`src/rtl/gpu_bus_arbiter.sv`:
```
// Round-robin arbiter that serialises whole 32-bit instructions onto the 8-bit GPU command bus.
// Optional macro BLANK_SYNC_EN: new instructions may only start while i_vblank is high.
module gpu_bus_arbiter #(
  parameter int unsigned NUM_REQ = 2,
  parameter int unsigned TIMEOUT = 255
) (
  input  logic                    i_clk,
  input  logic                    i_rst_n,
  input  logic [NUM_REQ-1:0]      i_req_valid,
  input  logic [32*NUM_REQ-1:0]   i_req_instr,
  output logic [NUM_REQ-1:0]      o_req_accept,
  output logic [NUM_REQ-1:0]      o_req_done,
  output logic [NUM_REQ-1:0]      o_req_err,
  output logic                    o_we,
  output logic                    o_en,
  output logic [7:0]              o_data,
  input  logic                    i_ack,
  input  logic                    i_busy,
  input  logic                    i_vblank,
  output logic                    o_idle
);

  localparam int unsigned IW      = $clog2(NUM_REQ);
  localparam logic [7:0]  TO_LAST = (TIMEOUT == 0) ? 8'd0 : 8'(TIMEOUT - 1);

  typedef enum logic [1:0] {IDLE, SEND, GAP} state_t;

  state_t        state, state_nxt;
  logic [IW-1:0] ptr;
  logic [IW-1:0] cur;
  logic [IW-1:0] pick;
  logic [IW-1:0] cand;
  logic [31:0]   instr_q;
  logic [1:0]    idx;
  logic [7:0]    wait_cnt;
  logic [7:0]    cur_byte;
  logic          found;
  logic          gate_open;
  logic          start;
  logic          timeout_hit;

  function automatic logic [IW-1:0] wrap_inc(input logic [IW-1:0] v);
    return (32'(v) == NUM_REQ - 1) ? '0 : v + 1'b1;
  endfunction

`ifdef BLANK_SYNC_EN
  assign gate_open = i_vblank;
`else
  logic unused_vblank;
  assign unused_vblank = i_vblank;
  assign gate_open     = 1'b1;
`endif

  // Scan from ptr upwards, wrapping, and take the first valid requester.
  always_comb begin
    pick  = ptr;
    found = 1'b0;
    cand  = ptr;
    for (int unsigned i = 0; i < NUM_REQ; i++) begin
      if (!found && i_req_valid[cand]) begin
        pick  = cand;
        found = 1'b1;
      end
      cand = wrap_inc(cand);
    end
  end

  assign start       = (state == IDLE) && found && !i_busy && gate_open;
  assign timeout_hit = (TIMEOUT != 0) && (wait_cnt == TO_LAST) && !i_ack;
  assign o_idle      = (state == IDLE) && !(|i_req_valid);

  always_comb begin
    cur_byte = '0;
    unique case (idx)
      2'd0: cur_byte = instr_q[31:24];
      2'd1: cur_byte = instr_q[23:16];
      2'd2: cur_byte = instr_q[15:8];
      2'd3: cur_byte = instr_q[7:0];
      default: cur_byte = '0;
    endcase
  end

  always_ff @(posedge i_clk or negedge i_rst_n) begin
    if (!i_rst_n) state <= IDLE;
    else          state <= state_nxt;
  end

  always_comb begin
    state_nxt    = state;
    o_req_accept = '0;
    o_req_done   = '0;
    o_req_err    = '0;
    o_en         = 1'b0;
    o_we         = 1'b0;
    o_data       = '0;
    unique case (state)
      IDLE: begin
        if (start) begin
          o_req_accept[pick] = 1'b1;
          state_nxt          = SEND;
        end
      end
      SEND: begin
        o_en   = 1'b1;
        o_we   = 1'b1;
        o_data = cur_byte;
        if (i_ack) begin
          state_nxt = GAP;
        end else if (timeout_hit) begin
          o_req_err[cur] = 1'b1;
          state_nxt      = IDLE;
        end
      end
      GAP: begin
        if (idx == 2'd3) begin
          o_req_done[cur] = 1'b1;
          state_nxt       = IDLE;
        end else begin
          state_nxt = SEND;
        end
      end
      default: state_nxt = IDLE;
    endcase
  end

  // Pointer moves only when an instruction finishes or aborts, never on accept.
  always_ff @(posedge i_clk or negedge i_rst_n) begin
    if (!i_rst_n) begin
      ptr      <= '0;
      cur      <= '0;
      instr_q  <= '0;
      idx      <= '0;
      wait_cnt <= '0;
    end else begin
      unique case (state)
        IDLE: begin
          if (start) begin
            cur      <= pick;
            instr_q  <= i_req_instr[32*pick +: 32];
            idx      <= '0;
            wait_cnt <= '0;
          end
        end
        SEND: begin
          if (i_ack) begin
            wait_cnt <= '0;
          end else if (timeout_hit) begin
            wait_cnt <= '0;
            ptr      <= wrap_inc(cur);
          end else if (TIMEOUT != 0) begin
            wait_cnt <= wait_cnt + 1'b1;
          end
        end
        GAP: begin
          if (idx == 2'd3) ptr <= wrap_inc(cur);
          else             idx <= idx + 1'b1;
        end
        default: ;
      endcase
    end
  end

endmodule

```
`config.mk`:
```
export PLATFORM = sky130hd
export DESIGN_NAME = gpu_bus_arbiter
export DESIGN_NICKNAME = d
export VERILOG_FILES = /design/src/rtl/gpu_bus_arbiter.sv
export SDC_FILE = /design/constraint.sdc
export NUM_CORES = 1
export LEC_CHECK = 0
export CAP_MARGIN = 40
export CORE_UTILIZATION = 30
export CTS_BUF_LIST = sky130_fd_sc_hd__clkbuf_16
export DETAILED_ROUTE_END_ITERATION = 7
export PLACE_DENSITY = 0.66
export SYNTH_ARGS = -nofsm -noshare
export SYNTH_HDL_FRONTEND = slang
export SYNTH_SLANG_ARGS = --single-unit
```
`constraint.sdc`:
```
create_clock -name i_clk -period 2.7 [get_ports i_clk]
set_input_delay 0.54 -clock i_clk [delete_from_list [all_inputs] [get_ports i_clk]]
set_output_delay 0.54 -clock i_clk [all_outputs]
set_load 0.05 [all_outputs]
```
==> results of run 1 <==
## placed cells by master (no fill, tap or decap), types with 3 or more instances in the layout
cell type,instances
nand3_1,7
a31oi_1,4
a222oi_1,8
a21oi_1,14
nand2_1,34
o21ai_1,33
ha_1,4
nor2_1,20
nand2b_1,4
and3_1,4
clkdlybuf4s50_1,68
o21ai_0,5
buf_4,18
inv_6,3
buf_12,5
inv_1,11
clkbuf_16,5
dfrtp_1,46
mux2i_1,32
## cell type report
cell class,instances,area (µm²),area share (%)
multi-input cells,189,1232,33.97
flip-flops and latches,46,1151,31.72
repair buffers,92,920.9,25.38
well taps,105,131.4,3.621
clock buffers,5,125.1,3.448
inverters,11,41.29,1.138
clock inverters,3,26.28,0.7241
## per-stage QoR
stage / hold WS, ns / instance area [µm²] / cells
floorplan: 0.2444 / 2584 / 265
global placement: 0.4662 / 3472 / 443
detailed placement: 0.4805 / 3472 / 443
CTS: 0.1768 / 3623 / 451
global route: 0.1933 / 3628 / 451
finish: 0.1768 / 3628 / 451
## flip-flops by register name, summed over array words and instances (netlist names)
name	cells
cur	1
instr_q	32
wait_cnt	8
idx	2
ptr	1
state	2
## metal layers
| layer | global-route usage, % | vias up | wire [µm] |
|---|---|---|---|
| met5 | 0 | - | 0 |
| met4 | 4.040 | 0 | 59 |
| met3 | 2.979 | 4 | 329 |
| met2 | 24.22 | 67 | 3024 |
| met1 | 20.26 | 1014 | 2842 |
| li1 | - | 1095 | - |
## Yosys cell counts, types with 3 or more instances
library cell,number,share of area [%]
a21oi_1,14,2.7
a222oi_1,8,3.1
a31oi_1,4,0.97
and3_1,4,0.97
buf_2,3,0.58
buf_6,7,3.1
buf_8,3,1.7
clkbuf_1,5,0.73
dfrtp_1,46,45
ha_1,6,2.9
inv_1,11,1.6
mux2i_1,32,12
nand2_1,34,4.9
nand2b_1,4,0.97
nand3_1,7,1.4
nor2_1,20,2.9
o21ai_0,5,0.97
o21ai_1,33,6.4
## timing repair
action,4_1_cts,5_1_grt
buffers inserted,0,0
gates resized for setup,0,2
endpoints found under the setup margin,0,3
## power groups by stage
stage	clock network (W)	logic, W	registers, W
3_3_place_gp	0	0.00148	0.00117
6_report	0.000634	0.00150	0.00117
3_5_place_dp	0	0.00151	0.00118
2_1_floorplan	0	0.00117	0.00112
4_1_cts	0.000660	0.00152	0.00117
5_1_grt	0.000684	0.00166	0.00121
## final timing paths
path / startpoint / endpoint / slack, ns / depth (start not counted)
worst max-delay path: i_req_valid[1] / o_req_accept[1] / 0.09 / 5
worst min-delay path: i_rst_n / instr_q[4] / 0.18 / 1
worst max register to register: state[1] / idx[0] / 0.94 / 4
worst min register to register: instr_q[24] / instr_q[24] / 0.49 / 2
max in group asynchronous: i_rst_n / wait_cnt[7] / 1.79 / 2
min in group i_clk: instr_q[24] / instr_q[24] / 0.49 / 2
## cell families (layout without fill, tap and decap cells)
logic type,Yosys count,after routing,share of synthesized area [%]
flops,46,46,44.55
mux,32,32,12.40
simple gates,78,78,14.38
fa+ha+maj,7,7,3.341
compound gates,72,72,17.34
buf+inv,30,111,7.990
==> key figures, run 1 <==
Global route
  – First-pass GRT wire length: 10.34 mm
  – GR Overflow Total: 0
  – Pin count of the biggest net entering global routing: 64
  – Initial antenna violation count: 0
  – Overall Global Routing Usage: 14.96%
  – Vias in the first global route: 2114

Logic synthesis
  – Cells after Synth: 265
  – Seq/Total Area, Yosys: 44.55%
  – Flops & latches, synth: 46
  – Post-synth EDFFs: 0
  – YS warnings: 0
  – Mean Syn Cell Area: 9.750 µm²
  – Async S/R FF share, synth: 100.0%
  – Yosys cell types: 37
  – Top FF cell, synth: dfrtp_1
  – Synth Net Count: 342
  – Post-synthesis cell area: 2584 µm²

Pwr
  – Sw frac: 41.46%
  – Pint: 0.001931 W
  – Power share of the combinational group: 45.4%
  – Net Sw Power: 0.001368 W
  – Clk pwr share: 19.2%
  – Flop pwr share: 35.4%
  – Pwr per Cell Area: 909.2 nW/µm²
  – Leak Pwr: 1.639 nW
  – Peak VDD IR: 279.5 µV
  – Final Power: 0.003299 W

Timing
  – Fin. Hold Viols: 0
  – Worst Slack Setup Final: 0.09368 ns
  – Tightest Pin Transition: 0.5937 ns
  – Worst clock skew: 0.007185 ns
  – Final TNS setup: 0 ns
  – Crit share post-route: 96.53%
  – Max-slew violations: 0
  – Min Tclk post-route: 2.606 ns
  – Final setup viols: 0
  – RSZ-0062 raised after global routing: false
  – FMAX: 383.7 MHz
  – Worst slew margin: 60.42%

Route
  – Post-DR vias/cell: 4.834
  – DRT antenna net count: 0
  – Drt drc: 0
  – TritonRoute pass-1 iters: 4
  – Routed vias: 2180
  – Post-Route WL: 6.255 mm
  – WL/cell: 13.87 µm
  – Initial drt markers: 84

Floorplanning
  – DIE AREA: 8988 µm²
  – Die width: 94.81 µm
  – IO Pins: 88
  – Core Box Area: 8258 µm²
  – Initial Util: 31.29%
  – Row count: 33
  – Die Ht: 94.81 µm

Worst setup path
  – Worst Path Class, Setup: input port to primary output
  – Crit path capture type: primary output
  – Worst path required time: 2.16 ns
  – Crit-path max cell delay: 0.50 ns
  – Setup crit start kind: input port
  – CP Buf/Inv Count: 2
  – WP data arrival: 2.07 ns
  – CP max-delay cell: clkdlybuf4s50_1
  – Maximum fanout along the worst path: 4
  – CP top delay family: simple AND/OR/NAND/NOR gates
  – Crit path cell chain: clkdlybuf4s50_1, o21bai_1, or3_2, nor2b_1, buf_12

Outcome
  – Status: complete, no violations

Final layout
  – Filler Cells Inserted: 821
  – Area delta synth->final: 40.44%
  – Nets@finish: 422
  – Share of cells above drive strength 1: 12.43%
  – Finished Core Util: 43.94%
  – N_diodes: 0

Place
  – Placer Congestion: 0.7452
  – Port Buffers: 86
  – DP HPWL: 4.792 mm
  – Worst slack, placed: 0.1109 ns

Clocking
  – Post-CTS Hold Buffers: 0
  – Reg clk slew, reported paths: 0.07 ns
  – Clock Latency Late Sink: 0.29 ns
  – Total CTS buffers: 5
  – CTS tree: yes
  – CTS root buf: clkbuf_16
  – Clk buf depth: 2
  – H-tree Lvls: 2
  – Clock sinks: 46

Flow run
  – MaxCap Viol Count: 0

Hold path
  – HP Class: input port to async pin
No activity file was read; power rests on OpenSTA's default activity.
==> run 2: changes to the inputs <==
==> constraint.sdc (replaced) <==
create_clock -name i_clk -period 2.8 [get_ports i_clk]
set_input_delay 0.56 -clock i_clk [delete_from_list [all_inputs] [get_ports i_clk]]
set_output_delay 0.56 -clock i_clk [all_outputs]
set_load 0.05 [all_outputs]
==> run 2 against run 1 <==
Effect of this change:
- first-iteration DRC count is 31% higher
- non-clock buffer count up 1
- final cell count up 0.22%
- cell area is 0.48% higher
- via count is 1.5% lower
- die area stayed put
- critical path depth unchanged
- global-route usage fell by 0.62 points
- critical path type unchanged
- highest routed layer unchanged
==> key figures, run 2 (synthesis gave the netlist of run 1 again) <==
Worst setup path
  – CP max-delay cell: clkdlybuf4s50_1
  – Maximum fanout along the worst path: 4
  – Worst Path Class, Setup: input port to primary output
  – Worst path required time: 2.24 ns
  – WP data arrival: 2.09 ns
  – Setup crit start kind: input port
  – CP top delay family: simple AND/OR/NAND/NOR gates
  – Crit path cell chain: clkdlybuf4s50_1, o21bai_1, or3_2, nor2b_1, buf_12
  – Crit-path max cell delay: 0.51 ns
  – Crit path capture type: primary output
  – CP Buf/Inv Count: 2
  – FF-to-FF setup slack: 1.08 ns

Final layout
  – Area delta synth->final: 41.11%
  – Commonest non-fill, non-tap cells in the layout: 70 x clkdlybuf4s50_1, 46 x dfrtp_1, 34 x nand2_1
  – Biggest registers after layout: instr_q: 32 flops, wait_cnt: 8 flops
  – Nets@finish: 423
  – Finished Cell Area: 3646 µm²
  – N_diodes: 0
  – Share of cells above drive strength 1: 11.53%
  – Largest register FFs: 32
  – Top reg by flops: instr_q
  – Commonest non-fill, non-tap cell in the layout: clkdlybuf4s50_1

Route
  – Drt drc: 0
  – TritonRoute pass-1 iters: 4
  – Routed vias: 2148
  – Post-Route WL: 6.063 mm
  – Initial drt markers: 110
  – DRT antenna net count: 0
  – WL/cell: 13.41 µm
  – Post-DR vias/cell: 4.752

Global route
  – Initial antenna violation count: 0
  – First-pass GRT wire length: 10.01 mm
  – GR Overflow Total: 0
  – Pin count of the biggest net entering global routing: 56
  – Overall Global Routing Usage: 14.34%
  – Vias in the first global route: 2085

Pwr
  – Pwr per Cell Area: 868.9 nW/µm²
  – Leak Pwr: 1.641 nW
  – Peak VDD IR: 283.3 µV
  – Flop pwr share: 35.5%
  – Clk pwr share: 18.6%
  – Net Sw Power: 0.001298 W
  – Sw frac: 40.98%
  – Power share of the combinational group: 45.9%
  – Final Power: 0.003168 W
  – Pint: 0.001870 W

Place
  – DP HPWL: 4.669 mm
  – Placer Congestion: 0.7298
  – Port Buffers: 86
  – Placed instance area: 3497 µm²

Timing
  – Tightest Pin Transition: 0.6214 ns
  – Fin. Hold Viols: 0
  – RSZ-0062 raised after global routing: false
  – Max-slew violations: 0
  – Crit share post-route: 94.54%
  – Final TNS setup: 0 ns
  – Worst clock skew: 0.002399 ns
  – Final setup viols: 0
  – Worst slew margin: 58.57%
  – FMAX: 377.8 MHz
  – Min Tclk post-route: 2.647 ns

Floorplanning
  – Die Ht: 94.81 µm
  – DIE AREA: 8988 µm²
  – Row count: 33
  – IO Pins: 88
  – Core Box Area: 8258 µm²
  – Initial Util: 31.29%
  – Die width: 94.81 µm

Clocking
  – Post-cts gate resize count: 0
  – Clk buf depth: 2
  – Post-CTS Hold Buffers: 0
  – Clock sinks: 46
  – Total CTS buffers: 5
  – CTS root buf: clkbuf_16
  – Postcts setup bufs: 0
  – Reg clk slew, reported paths: 0.06 ns
  – Clock Latency Late Sink: 0.28 ns
  – H-tree Lvls: 2
  – CTS tree: yes

Hold path
  – HP Class: input port to async pin

Flow run
  – MaxCap Viol Count: 0

Outcome
  – Status: complete, no violations
run 2: changes by cell type in the layout (fill, tap and decap cells not counted), sizes merged:
cell / previous run / this run
clkdlybuf4s50: 68 / 70
clkinvlp: 0 / 2
inv: 14 / 12
buf: 24 / 23
run 2: power groups by stage:
stage | clock (W) | sequential [W] | combinational (W)
global route | 0.000633 | 0.00116 | 0.00161
floorplan | 0 | 0.00108 | 0.00113
finish | 0.000589 | 0.00112 | 0.00145
detailed placement | 0 | 0.00113 | 0.00148
global placement | 0 | 0.00112 | 0.00145
CTS | 0.000604 | 0.00112 | 0.00148
run 2: per-layer routing:
layer / vias up / global-route usage (%) / share of wire (%)
li1: 1093 / - / -
met4: 0 / 3.283 / 0.97
met1: 993 / 19.86 / 47
met5: - / 0 / 0
met2: 58 / 23.02 / 47
met3: 4 / 2.818 / 4.9
run 2: layout make-up:
| cell class | count | area, µm² |
|---|---|---|
| fill | 829 | 4612 |
| tap | 105 | 131.4 |
| multi-input combinational | 189 | 1227 |
| sequential | 46 | 1151 |
| timing repair buffer | 93 | 945.9 |
| clock buffer | 5 | 125.1 |
| clock inverter | 3 | 23.77 |
| inverter | 11 | 41.29 |
run 2: stage by stage:
step           utilization (%)  instances  worst slack, ns  hold slack (ns)
2_1_floorplan                -        265           0.1252           0.2644
3_3_place_gp             42.11        443           0.1582           0.4665
3_5_place_dp             42.35        444           0.1607           0.4753
4_1_cts                  44.15        452           0.1403           0.2664
5_1_grt                  44.15        452          0.04667           0.2872
6_report                 44.15        452           0.1529           0.2483
run 2: worst reg2reg max path, delay by kind of cell (launching register included):
kind                   cells  cell delay, ns
AND/OR/NAND/NOR            2            0.70
buffers and inverters      1            0.31
AO/OA/AOI/OAI              1            0.09
flip-flops                 1            0.49
run 2: final timing paths:
kind | start | end | depth (start not counted)
setup / recovery | i_req_valid[1] | o_req_accept[1] | 5
hold / removal | i_rst_n | wait_cnt[7] | 1
setup reg to reg | state[1] | idx[0] | 4
hold reg to reg | instr_q[30] | instr_q[30] | 2
max in group asynchronous | i_rst_n | instr_q[3] | 2
min in group i_clk | instr_q[30] | instr_q[30] | 2
